[config.mk]
export PLATFORM = sky130hd
export DESIGN_NAME = turn_sequencer
export DESIGN_NICKNAME = d
export VERILOG_FILES = /design/src/rtl/go_pkg.sv /design/src/rtl/turn_sequencer_move_screen.sv /design/src/rtl/turn_sequencer.sv
export SDC_FILE = /design/constraint.sdc
export NUM_CORES = 1
export LEC_CHECK = 0
export CORE_AREA = 2 2 210 212
export CTS_BUF_LIST = sky130_fd_sc_hd__clkbuf_4 sky130_fd_sc_hd__clkbuf_8
export DETAILED_ROUTE_END_ITERATION = 6
export DIE_AREA = 0 0 212 214
export GPL_TIMING_DRIVEN = 0
export SYNTH_ARGS = -nofsm -noshare
export SYNTH_HDL_FRONTEND = slang
export SYNTH_SLANG_ARGS = --single-unit
[constraint.sdc]
create_clock -name clk_in -period 1.95 [get_ports clk_in]
set_clock_uncertainty 0.05 [all_clocks]
set_input_delay 0.2925 -clock clk_in [delete_from_list [all_inputs] [get_ports clk_in]]
set_output_delay 0.2925 -clock clk_in [all_outputs]
set_load 0.005 [all_outputs]
[src/rtl/go_pkg.sv]
// Shared Go game types: point encoding, 9x9 board, pass move code and the
// turn sequencer state set.
package go_pkg;

  typedef logic [1:0] point_t;

  localparam point_t EMPTY = 2'b00;
  localparam point_t BLACK = 2'b01;
  localparam point_t WHITE = 2'b10;

  localparam int BOARD_DIM = 9;
  localparam logic [7:0] PASS_MOVE = 8'hFF;

  // board[row][col], each entry one point_t
  typedef point_t [BOARD_DIM-1:0][BOARD_DIM-1:0] board_t;

  typedef enum logic [2:0] {
    ST_IDLE        = 3'd0,
    ST_CHECK       = 3'd1,
    ST_ISSUE       = 3'd2,
    ST_WAIT_UPD    = 3'd3,
    ST_COMMIT_MOVE = 3'd4,
    ST_COMMIT_PASS = 3'd5,
    ST_REJECT      = 3'd6,
    ST_GAME_OVER   = 3'd7
  } state_t;

endpackage

[src/rtl/turn_sequencer_move_screen.sv]
// Combinational pre-screen of a {row,col} move against the committed board:
// flags a pass, an off-board coordinate, or an already occupied point.
module move_screen
  import go_pkg::*;
(
  input  logic [7:0] move,
  input  board_t     board,
  output logic       is_pass,
  output logic       off_board,
  output logic       occupied
);

  logic [3:0] row;
  logic [3:0] col;
  logic       hit;

  assign row = move[7:4];
  assign col = move[3:0];

  // Scan instead of direct indexing so off-board rows never address the array
  always_comb begin
    hit = 1'b0;
    for (int r = 0; r < BOARD_DIM; r++) begin
      for (int c = 0; c < BOARD_DIM; c++) begin
        if (row == 4'(r) && col == 4'(c) && board[r][c] != EMPTY) begin
          hit = 1'b1;
        end
      end
    end
  end

  assign is_pass   = (move == PASS_MOVE);
  assign off_board = !is_pass && ((row > 4'd8) || (col > 4'd8));
  assign occupied  = !is_pass && !off_board && hit;

endmodule

[src/rtl/turn_sequencer.sv]
// Authoritative Go game state and move sequencing through board_updater.
// Optional per-turn move timer enabled by defining MOVE_TIMER_EN.
module turn_sequencer
  import go_pkg::*;
#(
  parameter int UPD_TIMEOUT = 64
`ifdef MOVE_TIMER_EN
  ,
  parameter logic [31:0] MOVE_TIME_CYCLES = 32'd1_950_000_000
`endif
) (
  input  logic       clk_in,
  input  logic       rst_in,
  input  logic       new_game,
  input  logic       black_req,
  input  logic       white_req,
  input  logic [7:0] black_move,
  input  logic [7:0] white_move,
  output logic       black_ack,
  output logic       white_ack,
  output logic       black_nack,
  output logic       white_nack,
  output logic       upd_start,
  output logic [7:0] upd_move,
  output logic       upd_turn,
  output board_t     board_out,
  output board_t     ko_out,
  input  board_t     upd_next_board,
  input  logic       upd_valid,
  input  logic       upd_invalid,
  output logic       turn,
  output logic [1:0] pass_count,
  output logic [8:0] move_count,
  output logic       game_over
`ifdef MOVE_TIMER_EN
  ,
  output logic       timer_expired
`endif
);

  localparam int TW = $clog2(UPD_TIMEOUT) + 1;

  state_t        state;
  logic          mover;
  logic          guard;
  logic [TW-1:0] upd_cnt;
  logic          cur_req;
  logic [7:0]    cur_move;
  logic          is_pass;
  logic          off_board;
  logic          occupied;

`ifdef MOVE_TIMER_EN
  logic [31:0] move_tmr;
  logic        forced;
`endif

  function automatic logic [8:0] sat_moves(input logic [8:0] n);
    return (n == 9'd511) ? n : n + 9'd1;
  endfunction

  function automatic logic [1:0] sat_passes(input logic [1:0] n);
    return (n >= 2'd2) ? 2'd2 : n + 2'd1;
  endfunction

  assign cur_req   = turn ? white_req  : black_req;
  assign cur_move  = turn ? white_move : black_move;
  assign upd_start = (state == ST_ISSUE);
  assign upd_turn  = turn;
  assign game_over = (state == ST_GAME_OVER);

  move_screen u_screen (
    .move      (upd_move),
    .board     (board_out),
    .is_pass   (is_pass),
    .off_board (off_board),
    .occupied  (occupied)
  );

  always_ff @(posedge clk_in) begin
    black_ack  <= 1'b0;
    white_ack  <= 1'b0;
    black_nack <= 1'b0;
    white_nack <= 1'b0;
`ifdef MOVE_TIMER_EN
    timer_expired <= 1'b0;
`endif
    if (rst_in || new_game) begin
      state      <= ST_IDLE;
      board_out  <= '0;
      ko_out     <= '0;
      turn       <= 1'b0;
      pass_count <= 2'd0;
      move_count <= 9'd0;
      upd_move   <= 8'h00;
      mover      <= 1'b0;
      guard      <= 1'b0;
      upd_cnt    <= '0;
`ifdef MOVE_TIMER_EN
      forced     <= 1'b0;
`endif
    end else begin
      guard <= 1'b0;
      case (state)
        ST_IDLE: begin
`ifdef MOVE_TIMER_EN
          if (move_tmr == MOVE_TIME_CYCLES - 32'd1) begin
            mover    <= turn;
            upd_move <= PASS_MOVE;
            forced   <= 1'b1;
            state    <= ST_COMMIT_PASS;
          end else
`endif
          // guard keeps a requester that is just dropping req from re-entering
          if (!guard && cur_req) begin
            upd_move <= cur_move;
            mover    <= turn;
            state    <= ST_CHECK;
          end
        end
        ST_CHECK: begin
          if (is_pass)                    state <= ST_COMMIT_PASS;
          else if (off_board || occupied) state <= ST_REJECT;
          else                            state <= ST_ISSUE;
        end
        ST_ISSUE: begin
          upd_cnt <= '0;
          state   <= ST_WAIT_UPD;
        end
        ST_WAIT_UPD: begin
          if (upd_invalid || (upd_cnt == TW'(UPD_TIMEOUT - 1))) state <= ST_REJECT;
          else if (upd_valid)                                   state <= ST_COMMIT_MOVE;
          else                                                  upd_cnt <= upd_cnt + 1'b1;
        end
        ST_COMMIT_MOVE: begin
          ko_out     <= board_out;
          board_out  <= upd_next_board;
          turn       <= ~turn;
          pass_count <= 2'd0;
          move_count <= sat_moves(move_count);
          black_ack  <= ~mover;
          white_ack  <= mover;
          guard      <= 1'b1;
          state      <= ST_IDLE;
        end
        ST_COMMIT_PASS: begin
          ko_out     <= '0;
          turn       <= ~turn;
          pass_count <= sat_passes(pass_count);
          move_count <= sat_moves(move_count);
          black_ack  <= ~mover;
          white_ack  <= mover;
          guard      <= 1'b1;
`ifdef MOVE_TIMER_EN
          timer_expired <= forced;
          forced        <= 1'b0;
`endif
          state <= (sat_passes(pass_count) == 2'd2) ? ST_GAME_OVER : ST_IDLE;
        end
        ST_REJECT: begin
          black_nack <= ~mover;
          white_nack <= mover;
          guard      <= 1'b1;
          state      <= ST_IDLE;
        end
        ST_GAME_OVER: state <= ST_GAME_OVER;
        default:      state <= ST_IDLE;
      endcase
    end
  end

`ifdef MOVE_TIMER_EN
  // Turn clock only advances while waiting for the side to move
  always_ff @(posedge clk_in) begin
    if (rst_in || new_game) begin
      move_tmr <= 32'd0;
    end else if (state == ST_COMMIT_MOVE || state == ST_COMMIT_PASS) begin
      move_tmr <= 32'd0;
    end else if (state == ST_IDLE) begin
      move_tmr <= move_tmr + 32'd1;
    end
  end
`endif

endmodule

* After elaboration in Yosys (flattened, before gate mapping)
Cells that the tools add are included.
** Cells by class
- Add/subtract/negate cells :: 3
- Order comparisons :: 3
- Equal/unequal tests :: 31
- Multiplexer cells :: 97
- Bitwise operators :: 5
- Reduce and logical (&&, ||, !) cells :: 268
** Operators by type and width (number)
- $pmux 162 s2 :: 1
- $logic_and 1x1->1 :: 166
- $reduce_bool 2->1 :: 83
- $mux 1 :: 83
- $eq 4x3->1 const B :: 8
- $pmux 3 s7 :: 1
- $mux 3 :: 6
- $eq 4x2->1 const B :: 4
- $mux 7 :: 2
- $pmux 7 s2 :: 1
- $eq 3x3->1 const B :: 4
- $add 9x1->9 const B :: 1
- $eq 9x9->1 const B :: 1
- $eq 4x1->1 const B :: 2
- $eq 4x4->1 const B :: 2
- $eq 8x8->1 const B :: 1
- $gt 4x4->1 const B :: 2
- $logic_not 4->1 :: 2
- $mux 8 :: 1
- $reduce_or 2->1 :: 4
- $add 7x1->7 const B :: 1
- $eq 7x6->1 const B :: 1
- $eq 3x2->1 const B :: 2
- $ne 2x2->1 const B :: 3
- 14 further kinds :: 25
** Storage, ports and cells
- Bits in registers :: 360
- Bits of input ports :: 185
- Output and inout bits :: 351
- Word-level logic and storage cells :: 581

* Logic depth before layout (Yosys ltp)
- Depth in word-level cells :: 89
- Mapped depth :: 10
- Depth with buffers taken out :: 10

* By module
From an unflattened synthesis, not the netlist that was laid out.
** Unflattened totals
- Cell total of the unflattened synthesis :: 1781
- Area, all modules :: 14036.0 um^2
** By module, submodules not included
- turn_sequencer :: instances 1, cells each 1609, area an instance 13022.5 um^2, sequential area each 7206.9 um^2
- move_screen :: instances 1, cells each 172, area an instance 1013.5 um^2, sequential area each 0.0 um^2

* Worst setup path after synthesis
No wires, ideal clock.
- Path type :: register to register
- Start :: register move_count[0]
- End :: register move_count[5]
- Library setup time :: 0.070 ns
- Data arrival time :: 1.875 ns
- Data required time :: 1.830 ns
- Setup slack :: -0.046 ns
- Stages on the path, launching flop included :: 10
- Path buffers :: 0
- Period minus slack after synthesis :: 1.996 ns
- Path through :: dfxtp_1 > ha_1 > nand2_1 > nor2_1 > and3_1 > ha_1 > nor2_2 > nand4_1 > or3_1 > a21oi_1
** On the way
- Longest elaborated chain between the ends :: 3
- Elaborated cells between the ends (all ways) :: 4
- Those cells by class :: add/sub: 1; eq/ne: 1; bitwise: 1; reduce/logical: 1
** RTL lines
- start, declared :: RTL line turn_sequencer.sv:33 : output logic [8:0] move_count,
- start signal, assigned :: RTL line turn_sequencer.sv:140 : move_count <= sat_moves(move_count);
- start signal, assigned :: RTL line turn_sequencer.sv:150 : move_count <= sat_moves(move_count);
- parallel branches: the longest is 3 deep, another holds $add 9x1->9
Parallel ways; which one is timed is not known.
A chain may end at the register's enable or synchronous reset.

* Worst setup path in the final report
- Start :: register upd_move[2]
- End :: register state[2]
** On the way
- Longest elaborated chain between the ends :: 89
- Elaborated cells between the ends (all ways) :: 264
- Those cells by class :: order compare: 1; eq/ne: 9; mux: 84; reduce/logical: 170
** RTL lines
- start, declared :: RTL line turn_sequencer.sv:24 : output logic [7:0] upd_move,
- start signal, assigned :: RTL line turn_sequencer.sv:116 : upd_move <= cur_move;
- $logic_not 4->1 :: RTL line turn_sequencer_move_screen.sv:25 : if (row == 4'(r) && col == 4'(c) && board[r][c] != EMPTY) begin
- $logic_and 1x1->1 (2 in series) :: RTL line turn_sequencer_move_screen.sv:25
- $mux 1 (81 in series) :: RTL line turn_sequencer_move_screen.sv:25
- $logic_and 1x1->1 :: RTL line turn_sequencer_move_screen.sv:34 : assign occupied = !is_pass && !off_board && hit;
- $logic_or 1x1->1 :: RTL line turn_sequencer.sv:123 : else if (off_board || occupied) state <= ST_REJECT;
- $mux 3 :: RTL line turn_sequencer.sv:123
- $mux 3 (*) :: RTL line turn_sequencer.sv:122 : if (is_pass) state <= ST_COMMIT_PASS;
- $pmux 3 s7 (*) :: RTL line turn_sequencer.sv:104 : case (state)
- end signal, assigned :: RTL line turn_sequencer.sv:158 : state <= (sat_passes(pass_count) == 2'd2) ? ST_GAME_OVER : ST_IDLE;
- end, declared :: RTL line turn_sequencer.sv:43 : state_t state;
Mark *: on every way between the ends. The rest lies on a longest branch, timed or not.

==> metrics.yaml <==
worst_setup_path:
  crit_buf_inv: 2
  worstSetupStartpointType: "flop"
  cp_max_fo: 8
  crit_required_ns: 2.44
  crit_path_end_kind: "flop"
  critPathSlowestCell: "and4bb_4"
  arrival_ns: 2.72
  critPathTopFamily: "compound AO/OA/AOI/OAI gates"
  cpPeakStageDelay_ns: 0.35
  path_cells: "buf_6 > and4bb_4 > buf_4 > o21ai_0 > nand4_1 > o2111ai_1 > o311ai_1 > o31a_1"
  worstSetupPathType: "reg2reg"
pwr:
  power_frac_seq: 0.476
  vdd_drop_max_v: 0.0005299
  p_int_uw: 11790
  p_clk_frac: 0.454
  p_switching_uw: 3695
  pwr_density_cell_mw_per_mm2: 696.6
  p_leak_uw: 0.008377
  power.total_uw: 15490
  pwr-share-comb: 0.070
  switching_share: 0.2386
synth:
  syn-num-nets: 1934
  postSynth.asyncResetShare: 0
  ys_seq_area_frac: 0.5219
  synthFlopType: "dfxtp_1"
  synth_cell_types: 51
  synth_area_leader_cell: "dfxtp_1"
  synth.area.top_cells: "dfxtp_1, a21oi_1, nand2_1, nand3_1, and3_1"
  synth_top_cell_area_share: 0.5219
  avgSynthCellArea_um2: 7.909
  synth-seq-cells: 360
  ys_warn_count: 0
  synthCells: 1746
  synth_edf_count: 0
  synthesis.area_mm2: 0.01381
global_routing:
  antenna_found_initial: 3
  grt_pass1_wl_um: 97750
  first_global_vias: 14910
  grt-ovfl-total: 0
  track_usage: 0.2881
  grt_max_degree: 16
final_layout:
  final_cell_area_mm2: 0.02224
  utilization: 0.5185
  final_nets: 2580
  fillers: 4115
  layout-drive-gt1-share: 0.1615
  final_common_cell: "nand2_1"
  mostFrequentLayoutCells: "nand2_1, clkdlybuf4s50_1, a21oi_1"
  area_growth_pct: 61.03
detailed_routing:
  dr.pass1.iters: 7
  via_per_inst: 5.131
  num_vias: 15497
  drt_iter0_markers: 1152
  finalWirelength_um: 67900
  postRouteAntennaNets: 0
  route.detailed.drc: 0
  wl_per_cell_um: 22.48
timing:
  setup_viol: 4
  tightest_slew_ns: 0.8145
  setup_ws_ns: -0.2715
  rsz0062_at_grt: "true"
  fin_crit_sh: 1.139
  drv_slew: 0
  fin_tns_setup_ns: -0.6884
  hold_viol: 0
  fin_crit_ns: 2.222
  relSlewSlack: 0.4570
  fmax_mhz: 450.1
floorplanning:
  fp.dieArea_mm2: 0.04537
  top_level_ports: 536
  core-area_mm2: 0.04289
  initial_core_util: 0.3220
  num_rows: 76
  die_w_um: 212
  die_h_um: 214
clocking:
  cts_root_buf: "clkbuf_8"
  cts.sinks: 360
  clk_pin_slew_ns: 0.06
  htree_levels: 2
  cts_tree: "yes"
  clkLatencyLatePin_ns: 0.65
  ctsLongestPathBuffers: 3
  cts_made_buffers: 60
placed_design:
  dpl_cell_area_mm2: 0.01999
  dp_slack_ns: -1.368
  hpwl_um: 50060
  portBuffers: 535
  gp_congestion: 0.8818
hold_path:
  hold_path_class: "in2reg"
outcome:
  outcome: "finished, violations left"
  violations: "setup timing"
job:
  cap_violations: 0
## Yosys cell counts (2+ instances only)
cell type  instances
nor4b_1            2
ha_1               3
o21ai_1            5
nand2b_1           2
nor2_1            96
xor2_1             6
mux2i_1           10
dfxtp_1          360
nor4bb_1           2
nand2_1          443
and3_1            64
nor2_2             2
nand4_1           23
a21oi_1          333
buf_1             11
nand3_1          105
a211oi_1           8
a22oi_1            2
clkbuf_1         105
nor4b_2            3
nor4b_4            2
o31ai_1            2
o21ai_0           77
or2_2              2
buf_4              3
buf_2             19
buf_6              4
nor3_1            14
xnor2_1            5
inv_1              5
o311ai_1           2
nor2b_1            3
nor4_1             4
o2111ai_1          2
## cells by family after synthesis
family,after synthesis,synth area share
and+or+nand+nor,775,0.2507
AOI/OAI and AO/OA,440,0.1657
DFF,360,0.5219
buffers and inverters,147,0.04467
xor gates and xnor gates,11,0.006977
muxes,10,0.007249
adders and majority gates,3,0.002719
## flip-flops by register name, summed over array words and instances (netlist names)
signal / count
upd_cnt: 7
board_out: 162
white_nack: 1
guard: 1
mover: 1
turn: 1
black_nack: 1
ko_out: 162
black_ack: 1
state: 3
white_ack: 1
pass_count: 2
move_count: 9
upd_move: 8
## tightest hold or removal path: cells and delay by family
family,cells,cell delay (ns)
buffers and inverters,1,0.40
AOI/OAI and AO/OA,1,0.05
and+or+nand+nor,1,0.06
## layer usage
metal,wire [um],vias up,part of all wire,track usage
met2,32370,731,0.48,0.4862
met3,5805,145,0.085,0.07433
met1,27020,7379,0.40,0.3471
met5,0,-,0,0
li1,-,7242,-,-
met4,2708,0,0.040,0.1171
## power by group through the flow
stage / Sequential [uW] / Combinational [uW] / Clock, uW
2_1_floorplan: 7550 / 298 / 0
3_3_place_gp: 7550 / 933 / 0
3_5_place_dp: 7550 / 960 / 0
4_1_cts: 7380 / 1050 / 7140
5_1_grt: 7380 / 1130 / 7470
6_report: 7380 / 1080 / 7030
## repair_timing
item / in CTS / in global routing
hold buffers: 0 / 0
buffers inserted: 33 / 11
resized for setup: 310 / 90
cloned: 3 / 1
endpoints found under the setup margin: 519 / 341
pin swaps: 17 / 10
## cell type report
cell class                      instances  area [um^2]  area share
Clock inverter                          6        33.78    0.001519
Multi-Input combinational cell       1240         6218      0.2797
Clock buffer                           97         1216     0.05470
Inverter                                5        22.52    0.001013
Sequential cell                       360         7390      0.3323
Timing Repair Buffer                  585         5801      0.2609
Tap cell                              585        732.0     0.03292
Buffer                                140        817.0     0.03675
Antenna cell                            2        5.005   0.0002251
## path summary, 6_finish.rpt
check	start	endpoint	slack, ns	cells past startpoint
hold / removal	upd_next_board[65]	board_out[65]$_SDFFE_PP0P_	0.13	3
hold reg to reg	ko_out[77]$_SDFFE_PP0P_	ko_out[77]$_SDFFE_PP0P_	0.40	2
setup / recovery	upd_move[2]$_SDFFE_PP0P_	state[2]$_SDFFE_PP0P_	-0.27	8
setup reg to reg	upd_move[2]$_SDFFE_PP0P_	state[2]$_SDFFE_PP0P_	-0.27	8
## per-stage QoR
stage / std cells / hold slack [ns]
finish: 3020 / 0.1280
global route: 3019 / 0.1036
CTS: 3009 / 0.07198
detailed placement: 2870 / 0.3939
global placement: 2866 / 0.3888
floorplan: 1746 / 0.3785
(Power assumes the default switching activity.)
